File: config.mk
export PLATFORM = sky130hd
export DESIGN_NAME = pong_match_ctrl
export DESIGN_NICKNAME = d
export VERILOG_FILES = /design/src/rtl/pong_match_ctrl.sv
export SDC_FILE = /design/constraint.sdc
export NUM_CORES = 1
export LEC_CHECK = 0
export CAP_MARGIN = 25
export CORE_MARGIN = 5
export CORE_UTILIZATION = 40
export CTS_BUF_LIST = sky130_fd_sc_hd__clkbuf_4
export CTS_CLUSTER_DIAMETER = 40
export CTS_CLUSTER_SIZE = 28
export DETAILED_ROUTE_END_ITERATION = 6
export SKIP_CTS_REPAIR_TIMING = 1
export SYNTH_ARGS = -nofsm -noshare
export SYNTH_HDL_FRONTEND = slang
export SYNTH_SLANG_ARGS = --single-unit
File: constraint.sdc
create_clock -name clock -period 2.7 [get_ports clock]
set_input_delay 0.675 -clock clock [delete_from_list [all_inputs] [get_ports clock]]
set_output_delay 0.675 -clock clock [all_outputs]
set_load 0.01 [all_outputs]
File: src/rtl/pong_match_ctrl.sv
// pong_match_ctrl: match-flow sequencer for the Pong datapath.
// Tracks scores, rally speed level and winner; drives motion enables and position reloads.
module pong_match_ctrl #(
  parameter int unsigned WIN_SCORE      = 7,
  parameter int unsigned SERVE_FRAMES   = 60,
  parameter int unsigned POINT_FRAMES   = 90,
  parameter int unsigned HITS_PER_LEVEL = 4
) (
  input  logic       clock,
  input  logic       reset,
  input  logic       tick,
  input  logic       start,
  input  logic       pause,
  input  logic       ball_out_l,
  input  logic       ball_out_r,
  input  logic       paddle_l,
  input  logic       paddle_r,
  output logic       ld_pos,
  output logic       ball_en,
  output logic       paddle_en,
  output logic       serve_dir,
  output logic [1:0] speed_lvl,
  output logic [3:0] score_l,
  output logic [3:0] score_r,
  output logic [1:0] winner,
  output logic [2:0] state
);

  localparam int unsigned MAX_FRAMES = (SERVE_FRAMES > POINT_FRAMES) ? SERVE_FRAMES : POINT_FRAMES;
  localparam int unsigned FW         = $clog2(MAX_FRAMES + 1);

  localparam logic [2:0] S_IDLE  = 3'd0;
  localparam logic [2:0] S_LOAD  = 3'd1;
  localparam logic [2:0] S_SERVE = 3'd2;
  localparam logic [2:0] S_PLAY  = 3'd3;
  localparam logic [2:0] S_POINT = 3'd4;
  localparam logic [2:0] S_OVER  = 3'd5;

  logic [2:0]    state_q, state_d;
  logic [3:0]    score_l_q, score_l_d;
  logic [3:0]    score_r_q, score_r_d;
  logic [1:0]    winner_q, winner_d;
  logic          serve_dir_q, serve_dir_d;
  logic [1:0]    speed_q, speed_d;
  logic [7:0]    hits_q, hits_d;
  logic [FW-1:0] cnt_q, cnt_d;
  logic          start_q;
  logic          start_p;
  logic          l_won, r_won;
  logic [31:0]   lvl_full;

  // Next-state, score and counter logic; pause freezes SERVE/PLAY/POINT entirely
  always_comb begin
    state_d     = state_q;
    score_l_d   = score_l_q;
    score_r_d   = score_r_q;
    winner_d    = winner_q;
    serve_dir_d = serve_dir_q;
    hits_d      = hits_q;
    cnt_d       = cnt_q;
    start_p     = start & ~start_q;
    l_won       = (score_l_q == 4'(WIN_SCORE));
    r_won       = (score_r_q == 4'(WIN_SCORE));

    case (state_q)
      S_IDLE, S_OVER: begin
        if (start_p) begin
          score_l_d   = 4'd0;
          score_r_d   = 4'd0;
          winner_d    = 2'b00;
          serve_dir_d = 1'b1;
          state_d     = S_LOAD;
        end
      end
      S_LOAD: begin
        hits_d  = 8'd0;
        cnt_d   = FW'(SERVE_FRAMES);
        state_d = S_SERVE;
      end
      S_SERVE: begin
        if (!pause && tick) begin
          cnt_d = cnt_q - FW'(1);
          if (cnt_q == FW'(1)) state_d = S_PLAY;
        end
      end
      S_PLAY: begin
        if (!pause) begin
          if ((paddle_l || paddle_r) && hits_q != 8'hFF) hits_d = hits_q + 8'd1;
          // Simultaneous goals at both ends are treated as a glitch and dropped
          if (ball_out_l && !ball_out_r) begin
            score_r_d   = score_r_q + 4'd1;
            serve_dir_d = 1'b0;
            cnt_d       = FW'(POINT_FRAMES);
            state_d     = S_POINT;
          end else if (ball_out_r && !ball_out_l) begin
            score_l_d   = score_l_q + 4'd1;
            serve_dir_d = 1'b1;
            cnt_d       = FW'(POINT_FRAMES);
            state_d     = S_POINT;
          end
        end
      end
      S_POINT: begin
        if (!pause) begin
          if (l_won || r_won) begin
            winner_d = l_won ? 2'b01 : 2'b10;
            state_d  = S_OVER;
          end else if (tick) begin
            cnt_d = cnt_q - FW'(1);
            if (cnt_q == FW'(1)) state_d = S_LOAD;
          end
        end
      end
      default: state_d = S_IDLE;
    endcase

    lvl_full = 32'(hits_d) / HITS_PER_LEVEL;
    speed_d  = (lvl_full >= 32'd3) ? 2'd3 : 2'(lvl_full);
  end

  always_ff @(posedge clock) begin
    if (reset) begin
      state_q     <= S_IDLE;
      score_l_q   <= 4'd0;
      score_r_q   <= 4'd0;
      winner_q    <= 2'b00;
      serve_dir_q <= 1'b1;
      speed_q     <= 2'd0;
      hits_q      <= 8'd0;
      cnt_q       <= '0;
      start_q     <= 1'b0;
    end else begin
      state_q     <= state_d;
      score_l_q   <= score_l_d;
      score_r_q   <= score_r_d;
      winner_q    <= winner_d;
      serve_dir_q <= serve_dir_d;
      speed_q     <= speed_d;
      hits_q      <= hits_d;
      cnt_q       <= cnt_d;
      start_q     <= start;
    end
  end

  // Moore decode from the state register, gated by pause
  assign ld_pos    = (state_q == S_LOAD);
  assign ball_en   = (state_q == S_PLAY) && !pause;
  assign paddle_en = ((state_q == S_SERVE) || (state_q == S_PLAY)) && !pause;

  assign serve_dir = serve_dir_q;
  assign speed_lvl = speed_q;
  assign score_l   = score_l_q;
  assign score_r   = score_r_q;
  assign winner    = winner_q;
  assign state     = state_q;

endmodule
### Word level (Yosys, flattened, before mapping)

Cells that the tools add are included.

| cells by class | value |
|---|---|
| $add $sub $neg | 4 |
| magnitude comparators | 1 |
| equality and inequality tests | 24 |
| multiplexer cells | 41 |
| bitwise gates (word level) | 2 |
| reduce and logical (&&, ||, !) cells | 25 |

Operators with widths:

| cell | count |
|---|---|
| $mux W7 | 7 |
| $mux W3 | 10 |
| $pmux W7 S4 | 1 |
| $mux W4 | 6 |
| $ne A2 B2 Y1 const B | 12 |
| $mux W8 | 2 |
| $pmux W4 S2 | 2 |
| $pmux W8 S2 | 1 |
| $pmux W3 S5 | 1 |
| $reduce_and A4 Y1 | 3 |
| $mux W2 | 5 |
| $ne A3 B3 Y1 const B | 3 |
| $add A4 B1 Y4 const B | 2 |
| $add A8 B1 Y8 const B | 1 |
| $eq A4 B3 Y1 const B | 2 |
| $ne A8 B8 Y1 const B | 1 |
| $reduce_and A8 Y1 | 1 |
| $eq A7 B1 Y1 const B | 1 |
| $reduce_and A7 Y1 | 1 |
| $sub A7 B1 Y7 const B | 1 |
| $eq A3 B2 Y1 const B | 2 |
| $eq A3 B3 Y1 const B | 2 |
| $ge A6 B2 Y1 const B | 1 |
| $logic_and A1 B1 Y1 | 6 |
| other kinds (14) | 23 |

| storage, ports and cells | value |
|---|---|
| register bits after elaboration | 32 |
| bits of input ports | 9 |
| output and inout port bits | 19 |
| word-level logic and storage cells | 107 |

### Depth between registers and ports, before layout

Gate-level depths: netlist of the first run.

| logic depth | value |
|---|---|
| depth after elaboration | 7 |
| mapped depth | 7 |

### Worst setup path after synthesis of the first run

Ideal clock, no wire load.

| timing path | value |
|---|---|
| path type | input-to-reg |
| from | input pause |
| to | register speed_q[1], in the netlist speed_lvl[1] |
| library setup time | 0.077 ns |
| data arrival time | 1.921 ns |
| required time | 2.623 ns |
| path slack | 0.702 ns |
| cell stages on the path | 5 |
| path through | o21bai_1 -> o41a_1 -> a311o_1 -> nor2b_1 -> a41oi_2 |

| on the way | value |
|---|---|
| longest elaborated chain between the ends | 4 |

Ends and longest elaborated chain:

| element | line | RTL |
|---|---|---|
| start: declaration | 13 | `input logic pause,` |
| $mux W8 (*) | 87 | `if (!pause) begin` |
| $pmux W8 S2 (*) | 65 | `case (state_q)` |
| $ge A6 B2 Y1 | 118 | `speed_d = (lvl_full >= 32'd3) ? 2'd3 : 2'(lvl_full);` |
| $mux W2 (*) | 118 |  |
| end signal: assignment | 138 | `speed_q <= speed_d;` |
| end: declaration | 44 | `logic [1:0] speed_q, speed_d;` |

Mark *: on every way between the ends. The rest lies on a longest branch, timed or not. The select of a mux whose other input is x is not followed.
A chain may end at the register's enable or synchronous reset.

### Worst setup path in the final report of the first run

| timing path | value |
|---|---|
| from | input pause |
| to | output ball_en |

| on the way | value |
|---|---|
| longest elaborated chain between the ends | 2 |

Ends and longest elaborated chain:

| element | line | RTL |
|---|---|---|
| $logic_not A1 Y1 | 147 | `assign ball_en = (state_q == S_PLAY) && !pause;` |
| $logic_and A1 B1 Y1 | 147 |  |
| end: declaration | 19 | `output logic ball_en,` |

No other way between the ends.

==> metrics.yaml, run 1 <==
ir_drop_v: 0.000370
crit_type: "primary input to output pin"
cts.sinks: 32
antenna_cells: 0
cts_buffers: 5
worst_pin_slew_ns: 0.485
synth.avg_cell_area_um2: 8.00
rows: 25
skew_ns: 0.0178
ys_ff_latch: 32
cp.required_ns: 2.03
route.detailed.drc: 0
coreArea_um2: 4790
instances_no_fill: 352
final_area_um2: 2430
grt_pass1_wl_mm: 8.39
grt_overflow_total: 0
hold_viol: 0
yosysWarnings: 0
synthCells: 251
worstSetupStartpointType: "primary input"
timing.fmax_ghz: 0.383
final_util_pct: 50.8
synth_area_um2: 2010
vias_per_cell: 5.48
cts-root-buf: "clkbuf_4"
initial_core_util_pct: 41.9
yosysTopAreaCell: "dfxtp_1"
min_period_ns: 2.61
final_common_cell: "dfxtp_1"
cp-end-kind: "output pin"
hold_path.class: "register to register"
outcome: "completed"
tritoncts: "built"
port_buffers: 27
antenna_found_initial: 0
wl_mm: 4.87
cts_max_path_buffers: 2
relSlewSlack_pct: 67.6
grt_max_degree: 28
gp_congestion: 0.831
yosysTopAreaCellShare_pct: 31.9
timing.final.crit_share_pct: 96.7
die-area_um2: 6530
drive_above_1_share_pct: 9.82
setup_tns_ns: 0
grt_pass1_vias: 1833
synth_edf_count: 0
layout.nets: 301
crit_fanout: 4
arrival_ns: 1.94
synth_nets: 267
setup_viol: 0
vias: 1929
clk_pin_slew_ns: 0.10
htreeDepth: 2
synth.distinct_cells: 56
rsz0062_at_grt: "no"
placed_cells: 345
n_fill_cell: 484
p_per_area_nw_per_um2: 734
yosysSeqAreaShare_pct: 31.9
max_cap_violations: 0
synthArstFlopShare_pct: 0
ioPinCount: 28
drt-initial-drc-count: 117
hpwl_mm: 3.62
final_cell_mix: "dfxtp_1, a21oi_1, clkdlybuf4s50_1, nor2_1, nand2_1"
clk_latency_ns: 0.34
power.leakage_nw: 0.870
synth-main-ff-cell: "dfxtp_1"
dr.pass1.iters: 4
drv_slew: 0
ant_nets: 0
track_usage_pct: 16.1
die_y_um: 80.8
synthToLayoutAreaGrowth_pct: 21.1
place_area_um2: 2380
ys_top_cells_by_area: "dfxtp_1, a21oi_1, ha_1, nor2_1, nand2_1"
wire_per_inst_um: 13.8
die_w_um: 80.8
==> cell usage after synthesis, types with 3 or more instances <==
library cell,instances
and3b_1,3
a311oi_1,3
nor2_1,18
a211oi_1,4
ha_1,7
a21oi_1,27
o22ai_1,5
inv_1,14
nand2_1,15
nand2b_1,6
buf_2,5
a31oi_1,4
nand3b_1,6
nand4_1,5
and3_1,5
nor2b_1,7
nand3_1,9
clkbuf_1,4
dfxtp_1,32
and2_1,7
nor3_1,8
or3_1,6
o21ai_0,10
==> sequential cells by signal (all words and copies together) (netlist names) <==
register / count
state: 3
start_q: 1
hits_q: 8
serve_dir: 1
score_r: 4
score_l: 4
speed_lvl: 2
winner: 2
cnt_q: 7
==> final cells by class <==
| type | count | area [um2] | area share, % |
|---|---|---|---|
| clock inverter | 2 | 7.51 | 0.309 |
| multi-input combinational | 193 | 1250 | 51.4 |
| clock buffer | 5 | 37.5 | 1.54 |
| inverter | 14 | 52.6 | 2.16 |
| timing repair buffer | 39 | 360 | 14.8 |
| tap | 67 | 83.8 | 3.45 |
| sequential | 32 | 641 | 26.4 |
==> through the flow <==
step                      hold WS [ns]  power [W]  worst slack (ns)
final                            0.475    0.00178            0.0893
after global routing             0.498    0.00194            0.0268
after CTS                        0.480    0.00180            0.0199
after detailed placement         0.455    0.00154            0.0240
after global placement           0.450    0.00153            0.0206
after floorplan                  0.440    0.00128             0.702
==> final timing paths <==
check / startpoint / endpoint / slack, ns / depth (start not counted)
max: pause / ball_en / 0.09 / 3
min: cnt_q[6] / cnt_q[6] / 0.48 / 1
max reg2reg: state[0] / score_l[3] / 0.66 / 6
min reg2reg: cnt_q[6] / cnt_q[6] / 0.48 / 1
==> report_power, final <==
group | switching, W | total (W) | internal [W]
registers | 0.0000606 | 0.000599 | 0.000538
clock network | 0.000162 | 0.000253 | 0.0000908
logic | 0.000535 | 0.000932 | 0.000397
==> worst max-delay path, stage by stage <==
cell and delay (ns):
clkdlybuf4s50_1 0.49, nor3_2 0.20, clkdlybuf4s50_1 0.56
==> routing by layer <==
layer  routed length, um  track usage (%)
met1                2410             20.5
met2                2160             26.5
met3                 229             3.99
met4                  71             5.57
met5                   0                0
==> cell families after synthesis <==
group	after synthesis	synth area share, %
compound gates	79	27.0
xor+xnor	1	0.436
fa+ha+maj	7	4.36
buf+inv	26	6.11
flops	32	31.9
mux	2	0.998
simple gates	104	29.2
(Power assumes the default switching activity.)
==> run 2, diff against run 1 <==
CELL_PAD_IN_SITES_DETAIL_PLACEMENT = 1   (was unset)
CELL_PAD_IN_SITES_GLOBAL_PLACEMENT = 2   (was unset)
CORE_UTILIZATION = 36   (was 40)
PLACE_DENSITY_LB_ADDON = 0.1   (was unset)
==> run 2 against run 1 <==
Effect of this change:
- largest cell class unchanged
- critical endpoint unchanged
- highest routed layer unchanged
- non-clock buffer count rose by 2
- die area grew 9.7%
- via count rose by 3.7%
==> metrics.yaml, run 2 (synthesis gave the netlist of run 1 again) <==
arrival_ns: 1.95
placed_cells: 352
ff2ff_path_depth: 6
cts_buffers: 5
timing.fmax_ghz: 0.382
r2r_slack_ns: 0.72
power_frac_clock_pct: 14.1
combPwrFrac_pct: 51.9
relSlewSlack_pct: 65.8
port_buffers: 27
power.leakage_nw: 0.898
dr.pass1.iters: 4
cpMostUsedCell: "clkdlybuf4s50_1"
cts.sinks: 32
setup_viol: 0
antenna_cells: 0
n_fill_cell: 696
cp_cell_sequence: "clkdlybuf4s50_1 -> nor3_2 -> clkdlybuf4s50_1"
largest_register_ffs: 8
layout.nets: 303
met3WireLength_um: 175
htreeDepth: 2
worst_pin_slew_ns: 0.513
place_ws_ns: 0.00525
power.switching_w: 0.000791
crit_slowest_cell: "clkdlybuf4s50_1"
instances_no_fill: 359
rr_startpoint: "state[2]"
critPathLaunch: "pause"
outcome: "completed"
final_common_cell: "dfxtp_1"
track_usage_pct: 16.3
cp_num_cells: 3
rows: 27
max_cap_violations: 0
die_w_um: 84.7
grt_pass1_wl_mm: 9.59
cts_max_path_buffers: 2
wire_per_inst_um: 15.8
vias_per_cell: 5.57
clk_pin_slew_ns: 0.11
synthToLayoutAreaGrowth_pct: 22.4
worstSetupStartpointType: "primary input"
clk_latency_ns: 0.33
die-area_um2: 7170
grt_overflow_total: 0
skew_ns: 0.0130
timing.final.crit_share_pct: 97.0
ir_drop_v: 0.000311
setup_tns_ns: 0
ioPinCount: 28
cp-end-kind: "output pin"
crit_fanout: 4
hold_viol: 0
ant_nets: 0
wl_met2_mm: 2.71
setup_ws_ns: 0.0798
p_seq_share_pct: 34.0
grt_max_degree: 28
top_layer_used: "met4"
p_per_area_nw_per_um2: 744
cp.required_ns: 2.03
tritoncts: "built"
route.detailed.drc: 0
gp_congestion: 0.768
wl_met1_mm: 2.73
drive_above_1_share_pct: 10.8
drv_slew: 0
slowest_delay_ns: 0.57
p_sw_share_pct: 43.3
cts-root-buf: "clkbuf_4"
reg.largest.list: "hits_q x8, cnt_q x7"
die_y_um: 84.7
vias: 2000
cp-endpoint: "ball_en"
hpwl_mm: 4.29
wl_mm: 5.67
drt-initial-drc-count: 79
p_int_w: 0.00104
min_period_ns: 2.62
hold_path.class: "register to register"
coreArea_um2: 5470
grt_pass1_vias: 2009
rsz0062_at_grt: "no"
crit_type: "primary input to output pin"
regMostFlops: "hits_q"
final_cell_mix: "dfxtp_1, a21oi_1, clkdlybuf4s50_1, nor2_1, nand2_1"
path_buf_inv: 2
initial_core_util_pct: 36.7
reg2reg_to: "speed_lvl[1]"
antenna_found_initial: 0
critPathTopFamily: "buffers and inverters"
## run 2: changes by cell type in the layout (fill, tap and decap cells not counted)
cell / before / now
dlymetal6s2s_1: 0 / 1
buf_4: 12 / 14
dfxtp_1: 32 / 31
clkdlybuf4s50_1: 27 / 26
dfxtp_2: 0 / 1
## run 2: worst reg2reg max path, cell delays in order, from the launching register on
cell,delay (ns)
dfxtp_1,0.32
buf_4,0.22
nand2b_4,0.23
o41a_1,0.44
a311o_1,0.37
nor2b_1,0.16
a41oi_2,0.17
## run 2: how the worst min path moves through the flow
stage | startpoint | to | slack, ns | cells after the start
global placement | cnt_q[6] | cnt_q[6] | 0.45 | 1
detailed placement | cnt_q[6] | cnt_q[6] | 0.46 | 1
finish | cnt_q[6] | cnt_q[6] | 0.48 | 1
global route | cnt_q[3] | cnt_q[3] | 0.51 | 1
CTS | cnt_q[6] | cnt_q[6] | 0.49 | 1
floorplan | cnt_q[6] | cnt_q[6] | 0.44 | 1
## run 2: layout make-up
cell class                      count  area (um2)  area share (%)
Multi-Input combinational cell    193        1250            50.8
Sequential cell                    32         642            26.1
Timing Repair Buffer               41         378            15.4
Tap cell                           72        90.1            3.67
Inverter                           14        52.6            2.14
Clock buffer                        5        37.5            1.53
Clock inverter                      2        7.51           0.306
## run 2: power groups by stage
| stage | clock network [W] | registers (W) | logic [W] |
|---|---|---|---|
| 4_1_cts | 0.000270 | 0.000619 | 0.000953 |
| 5_1_grt | 0.000293 | 0.000636 | 0.00106 |
| 2_1_floorplan | 0 | 0.000605 | 0.000678 |
| 3_3_place_gp | 0 | 0.000625 | 0.000946 |
| 3_5_place_dp | 0 | 0.000630 | 0.000944 |
| 6_report | 0.000258 | 0.000622 | 0.000948 |
## run 2: metal layers
layer | global-route usage (%) | vias up
met1 | 20.4 | 959
met2 | 28.0 | 29
met3 | 3.93 | 6
li1 | - | 1006
met5 | 0 | -
met4 | 4.03 | 0
## run 2: stage by stage
stage,hold WS (ns),total power (W),cell area [um2],util (%)
CTS,0.485,0.00184,2450,44.7
global placement,0.451,0.00157,2400,43.9
floorplan,0.440,0.00128,2010,-
finish,0.479,0.00183,2460,44.9
detailed placement,0.459,0.00157,2400,43.9
global route,0.512,0.00199,2460,44.9
